$ cat config.mk
export PLATFORM = sky130hd
export DESIGN_NAME = bsr_chain
export DESIGN_NICKNAME = d
export VERILOG_FILES = /design/src/rtl/bsr_chain.sv
export SDC_FILE = /design/constraint.sdc
export NUM_CORES = 1
export LEC_CHECK = 0
export ABC_AREA = 0
export BUFFER_PORTS_ARGS = -buffer_cell sky130_fd_sc_hd__buf_2
export CAP_MARGIN = 30
export CORE_UTILIZATION = 48
export CTS_BUF_LIST = sky130_fd_sc_hd__clkbuf_8
export CTS_CLUSTER_DIAMETER = 40
export DETAILED_ROUTE_END_ITERATION = 10
export GPL_TIMING_DRIVEN = 0
export PLACE_DENSITY = 0.77
export SLEW_MARGIN = 20
export SYNTH_ARGS = -nofsm -noshare
export SYNTH_HDL_FRONTEND = slang
export SYNTH_SLANG_ARGS = --single-unit
$ cat constraint.sdc
create_clock -name TCK -period 1.67 [get_ports TCK]
set_input_delay 0.0835 -clock TCK [delete_from_list [all_inputs] [get_ports TCK]]
set_output_delay 0.0835 -clock TCK [all_outputs]
set_load 0.02 [all_outputs]
$ cat src/rtl/bsr_chain.sv
// Boundary-scan register with in, out and bidirectional pad cells, a NORMAL/EXTEST/INTEST/CLAMP
// pad mux and a saturating shift counter. Define BSR_INTEST_EN to build the INTEST core-side path.
module bsr_chain #(
  parameter int                 NUM_IN    = 9,
  parameter int                 NUM_OUT   = 5,
  parameter int                 NUM_BIDIR = 2,
  parameter logic [NUM_OUT-1:0] SAFE_OUT  = '0,
  localparam int                L         = NUM_IN + 3*NUM_BIDIR + NUM_OUT,
  localparam int                CW        = $clog2(L+1)
) (
  input  logic                 TCK,
  input  logic                 TRST,
  input  logic                 TDI,
  output logic                 TDO,
  input  logic                 dr_capture,
  input  logic                 dr_shift,
  input  logic                 dr_update,
  input  logic                 bsr_select,
  input  logic [1:0]           mode,
  input  logic [NUM_IN-1:0]    parallel_in,
  output logic [NUM_IN-1:0]    to_system_logic,
  input  logic [NUM_OUT-1:0]   parallel_system_logic_out,
  output logic [NUM_OUT-1:0]   to_output_pin,
  input  logic [NUM_BIDIR-1:0] bidir_pin_in,
  input  logic [NUM_BIDIR-1:0] bidir_core_out,
  input  logic [NUM_BIDIR-1:0] bidir_core_oe,
  output logic [NUM_BIDIR-1:0] bidir_to_core,
  output logic [NUM_BIDIR-1:0] bidir_pin_out,
  output logic [NUM_BIDIR-1:0] bidir_pin_oe,
  output logic [CW-1:0]        shift_count
);

  typedef enum logic [1:0] {
    MODE_NORMAL = 2'b00,
    MODE_EXTEST = 2'b01,
    MODE_INTEST = 2'b10,
    MODE_CLAMP  = 2'b11
  } mode_e;

  localparam int BB = NUM_IN;                 // first bidirectional cell
  localparam int OB = NUM_IN + 3*NUM_BIDIR;   // first out cell

  logic [L-1:0]         scan_q, scan_d, cap_vec;
  logic [CW-1:0]        cnt_q, cnt_d;
  logic [NUM_OUT-1:0]   upd_out_q;
  logic [NUM_BIDIR-1:0] upd_bout_q, upd_boe_q;
  logic [NUM_BIDIR-1:0] scan_bout, scan_boe;
  logic                 cap_en, shf_en, upd_en;
  logic                 pad_ext, pad_int;

  assign cap_en = bsr_select & dr_capture;
  assign shf_en = bsr_select & dr_shift;
  assign upd_en = bsr_select & dr_update;

  genvar gi;
  generate
    for (gi = 0; gi < NUM_IN; gi++) begin : g_cap_in
      assign cap_vec[gi] = parallel_in[gi];
    end
    for (gi = 0; gi < NUM_BIDIR; gi++) begin : g_cap_bidir
      assign cap_vec[BB+3*gi]   = bidir_pin_in[gi];
      assign cap_vec[BB+3*gi+1] = bidir_core_out[gi];
      assign cap_vec[BB+3*gi+2] = bidir_core_oe[gi];
      assign scan_bout[gi]      = scan_q[BB+3*gi+1];
      assign scan_boe[gi]       = scan_q[BB+3*gi+2];
    end
    for (gi = 0; gi < NUM_OUT; gi++) begin : g_cap_out
      assign cap_vec[OB+gi] = parallel_system_logic_out[gi];
    end
  endgenerate

  // Capture wins over shift; the counter saturates at all-ones.
  always_comb begin
    scan_d = scan_q;
    cnt_d  = cnt_q;
    if (cap_en) begin
      scan_d = cap_vec;
      cnt_d  = '0;
    end else if (shf_en) begin
      scan_d = {scan_q[L-2:0], TDI};
      if (cnt_q != '1) cnt_d = cnt_q + 1'b1;
    end
  end

  always_ff @(posedge TCK) begin
    if (!TRST) begin
      scan_q <= '0;
      cnt_q  <= '0;
    end else begin
      scan_q <= scan_d;
      cnt_q  <= cnt_d;
    end
  end

  // Update flops latch the pre-edge scan, so a coincident capture/shift is not seen.
  always_ff @(posedge TCK) begin
    if (!TRST) begin
      upd_out_q  <= SAFE_OUT;
      upd_bout_q <= '0;
      upd_boe_q  <= '0;
    end else if (upd_en) begin
      upd_out_q  <= scan_q[OB +: NUM_OUT];
      upd_bout_q <= scan_bout;
      upd_boe_q  <= scan_boe;
    end
  end

  assign pad_ext = (mode == MODE_EXTEST) || (mode == MODE_CLAMP);

`ifdef BSR_INTEST_EN
  logic [NUM_IN-1:0]    upd_in_q;
  logic [NUM_BIDIR-1:0] upd_bpin_q, scan_bpin;

  generate
    for (gi = 0; gi < NUM_BIDIR; gi++) begin : g_bpin
      assign scan_bpin[gi] = scan_q[BB+3*gi];
    end
  endgenerate

  always_ff @(posedge TCK) begin
    if (!TRST) begin
      upd_in_q   <= '0;
      upd_bpin_q <= '0;
    end else if (upd_en) begin
      upd_in_q   <= scan_q[NUM_IN-1:0];
      upd_bpin_q <= scan_bpin;
    end
  end

  assign pad_int         = (mode == MODE_INTEST);
  assign to_system_logic = pad_int ? upd_in_q : parallel_in;
  assign bidir_to_core   = pad_int ? upd_bpin_q : bidir_pin_in;
`else
  assign pad_int         = 1'b0;
  assign to_system_logic = parallel_in;
  assign bidir_to_core   = bidir_pin_in;
`endif

  always_comb begin
    to_output_pin = parallel_system_logic_out;
    bidir_pin_out = bidir_core_out;
    bidir_pin_oe  = bidir_core_oe;
    if (pad_ext) begin
      to_output_pin = upd_out_q;
      bidir_pin_out = upd_bout_q;
      bidir_pin_oe  = upd_boe_q;
    end else if (pad_int) begin
      to_output_pin = SAFE_OUT;
      bidir_pin_out = '0;
      bidir_pin_oe  = '0;
    end
  end

  assign TDO         = scan_q[L-1];
  assign shift_count = cnt_q;

endmodule
Yosys cells after proc, flatten, opt, wreduce, memory -nomap -nowiden --
Index checks and enable logic that the tools add are counted.
Word-level totals: bits in registers 34, input bits 29, output and inout bits 26, logic and storage cells 22
Operators by class: add/sub/neg operators 1, equal/unequal tests 3, muxes and demuxes 5, bitwise logic cells 4, reductions and logical operators 4
Operators with widths (count):
- $mux W20 | 2
- $add A5 B1 Y5 const B | 1
- $mux W5 | 1
- $ne A5 B5 Y1 const B | 1
- $mux W2 | 2
- $and A1 B1 Y1 | 3
- $eq A2 B1 Y1 const B | 1
- $eq A2 B2 Y1 const B | 1
- $reduce_and A2 Y1 | 1
- $reduce_bool A2 Y1 | 1
- $reduce_or A2 Y1 | 1
- $logic_or A1 B1 Y1 | 1
- $not A1 Y1 | 1

Longest topological paths before layout --
depth in word-level cells 3, mapped depth 6, depth with buffers taken out 6

Worst setup path after synthesis --
OpenSTA, ideal clock, no wires.
path type register -> register, from reg cnt_q[0] (netlist: shift_count[0]), to reg cnt_q[3] (netlist: shift_count[3]), library setup time 70 ps, arrival time 1604 ps, setup slack -4 ps, cell stages (with the launch flop) 7, buffers on the path 0, period minus slack after synthesis 1674 ps, path through dfxtp_1 > ha_1 > and3_1 > ha_1 > nand3b_4 > or3_1 > a21oi_1
Between the ends: longest elaborated chain between the ends 2, elaborated cells between the ends (all ways) 3, those cells by class 1 x add/sub; 1 x eq/ne; 1 x reduce/logical
RTL lines:
- start: declaration | RTL line 44 | logic [CW-1:0] cnt_q, cnt_d;
- start signal: assignment | RTL line 91 | cnt_q <= cnt_d;
- branches (longest 2 deep; another with $add A5 B1 Y5)
Several ways; the timed one is not identified. A chain may end at the register's enable or synchronous reset.

Worst setup path in the final report --
Ends and elaborated chain as after synthesis.

==> flow_summary.ini <==
[route]
drt_iter0_drc = 57
drtAntennaViolNets = 0
vias = 1596
viasPerCell = 5.182
wl_per_cell_um = 12.57
drt-total-wl_um = 3871
drt_first_pass_iters = 4
remaining_drc_errors = 0

[placed_design]
place.gp.congestion = 0.8397
port_buffers = 48
hpwl_um = 2643
dp_slack_ns = 0.01364

[sta]
fmax_mhz = 603.3
final-setup-viol-count = 0
fin_crit_sh_pct = 99.26
hold_viol_final = 0
min_period_ns = 1.658
skew_ns = 0.006625
fin_ws_ns = 0.01232
drv_slew = 0
tightest_slew_ns = 0.5161
relSlewSlack_pct = 65.59

[worst_hold_path]
min_from = dr_shift
hp-class = in -> reg
whs_path_depth = 3
holdPathEnd = scan_q[1]$_SDFFE_PN0P_

[clocking]
clkTransAtPathRegs_ns = 0.06
clock_path_buffers = 2
post_cts_buffers = 0
cts_root_buf = clkbuf_8
cts_resized = 0
tritoncts = done
h-tree-depth = 2
postCtsHoldBufs = 0
clock-sinks = 34
numCtsBuffers = 5
insertion_delay_ns = 0.29

[setup_path]
cp-start-kind = flop
required_ns = 1.89
path_class = reg -> reg
cp_top_family = simple AND/OR/NAND/NOR gates
arrival_ns = 1.87
slowest_stage = or3_1
r2r_cells = 6
r2r_setup_slack_ns = 0.01
r2r-end = shift_count[3]$_SDFFE_PP0P_
slowest_delay_ns = 0.35
critPathMostFrequentCell = ha_1
crit_path_end_kind = flop
worst-path-buf-inv = 0
worstPathCellList = ha_1 -> and3_1 -> ha_1 -> nand3b_4 -> or3_1 -> a21oi_1
critPathMaxFanout = 4
reg2reg_from = shift_count[0]$_SDFFE_PP0P_

[yosys]
synth_area_leaders = dfxtp_1 38%, a22o_1 5.9%, mux2i_1 5.6%, buf_4 5.1%, nand2_1 4.6%
synth_seq_cells = 34
yosys.area.top_type = dfxtp_1
syn_inst = 205
yosysSeqAreaShare_pct = 38.31
ys.warnings.count = 0
synth_area_sq_mm = 0.001777
synth.net_count = 236
netlist.area_leader.share_pct = 38.31
synth_cell_type_count = 24
avgSynthCellArea_sq_um = 8.667

[final_layout]
layout_common_cells = 54 x buf_2, 33 x dfxtp_1, 22 x nand2_1
num_antenna_cells = 0
layout_commonest_cell = buf_2
fin_nets = 293
drive_above_1_share_pct = 33.97
synthToLayoutAreaGrowth_pct = 22.11

[power_and_ir_drop]
p_per_area_mw_per_mm2 = 832.5
p_total_w = 0.001806
power_frac_seq_pct = 49.1
comb_power_share_pct = 19.5
switching_power_w = 0.0005048
switching_share_pct = 27.95
power.leakage_nw = 1.135
peakVddDrop_v = 0.0006156
p_int_w = 0.001302
clkPwrFrac_pct = 31.4

[run]
maxCapViolations = 0

[die]
die_y_um = 62.84
die_w_um = 62.84
rows = 21
ioPinCount = 55
coreArea_sq_mm = 0.003442
die_area_sq_mm = 0.003949
start_util_pct = 51.62

[global_route]
antenna_found_initial = 0
grt_max_degree = 11
grt_pass1_wl_um = 6348
grt-ovfl-total = 0
grt_pass1_vias = 1435
track_usage_pct = 20.40

[status]
status = finished, final reports clean
flip-flops by register name, summed over array words and instances, names as in the netlist:
signal       count
shift_count      5
scan_q          20
upd_out_q        5
upd_boe_q        2
upd_bout_q       2
power groups by stage:
stage | clock network (W) | registers (W) | logic [W]
floorplan | 0 | 0.000902 | 0.000248
global placement | 0 | 0.000902 | 0.000345
detailed placement | 0 | 0.000904 | 0.000349
CTS | 0.000583 | 0.000886 | 0.000351
global route | 0.000629 | 0.000892 | 0.000387
finish | 0.000567 | 0.000887 | 0.000353
worst register-to-register path, delay by kind of cell (launching register included):
family                     cells  cell delay (ns)
DFF                            1             0.34
and+or+nand+nor                3             0.72
AOI/OAI and AO/OA              1             0.13
adders and majority gates      2             0.40
kinds of logic after synthesis:
family,after synthesis,synth area share [%]
xor gates and xnor gates,2,0.9861
and+or+nand+nor,52,13.17
DFF,34,38.31
AOI/OAI and AO/OA,58,22.53
adders and majority gates,2,1.408
buffers and inverters,40,13.52
muxes,17,10.07
layout make-up:
cell class,count,area (sq um)
Fill cell,326,1272
Multi-Input combinational cell,131,855.8
Sequential cell,34,681.9
Timing Repair Buffer,50,255.2
Buffer,28,195.2
Clock buffer,5,68.82
Tap cell,46,57.56
Inverter,12,45.04
Clock inverter,2,10.01
synthesized netlist by cell type:
master and instances:
nand3b_4 1, o21a_1 1, nand4b_1 1, nand2_1 22, a21boi_0 9, nor2_1 16
and3_1 1, mux2i_1 10, buf_6 5, inv_1 12, buf_2 6, o21ai_1 12
ha_1 2, nand3_1 10, clkbuf_1 5, buf_4 12, a22o_1 12, or3_1 1
a21oi_1 13, mux2_2 7, xor2_1 2, dfxtp_1 34, o21ai_0 3, o211a_1 8
metrics by stage:
step	utilization [%]	TNS (ns)	instances	hold WS [ns]	cell area, sq um
final	63.03	0	308	0.1239	2170
after global routing	63.03	-0.04273	308	0.1226	2170
after detailed placement	60.31	0	299	0.4198	2076
after floorplan	-	0	205	0.2796	1778
after CTS	62.60	0	306	0.1134	2155
after global placement	60.31	0	299	0.4167	2076
layer usage:
metal	vias to the layer above	GRT usage (%)	share of wire, %
li1	807	-	-
met1	735	24.97	44
met2	50	34.24	49
met3	4	6.022	6.7
met4	0	6.105	0.88
met5	-	0	0
worst max-delay path by stage:
stage               slack [ns]                     endpoint  cells after the start                        start
floorplan                 0.02  shift_count[3]$_SDFFE_PP0P_                      6  shift_count[1]$_SDFFE_PP0P_
global placement          0.05  shift_count[3]$_SDFFE_PP0P_                      6  shift_count[0]$_SDFFE_PP0P_
detailed placement        0.01  shift_count[3]$_SDFFE_PP0P_                      6  shift_count[0]$_SDFFE_PP0P_
CTS                      0.004  shift_count[3]$_SDFFE_PP0P_                      6  shift_count[0]$_SDFFE_PP0P_
global route             -0.04  shift_count[3]$_SDFFE_PP0P_                      6  shift_count[0]$_SDFFE_PP0P_
finish                    0.01  shift_count[3]$_SDFFE_PP0P_                      6  shift_count[0]$_SDFFE_PP0P_
Power figures use the tool's default switching activity.
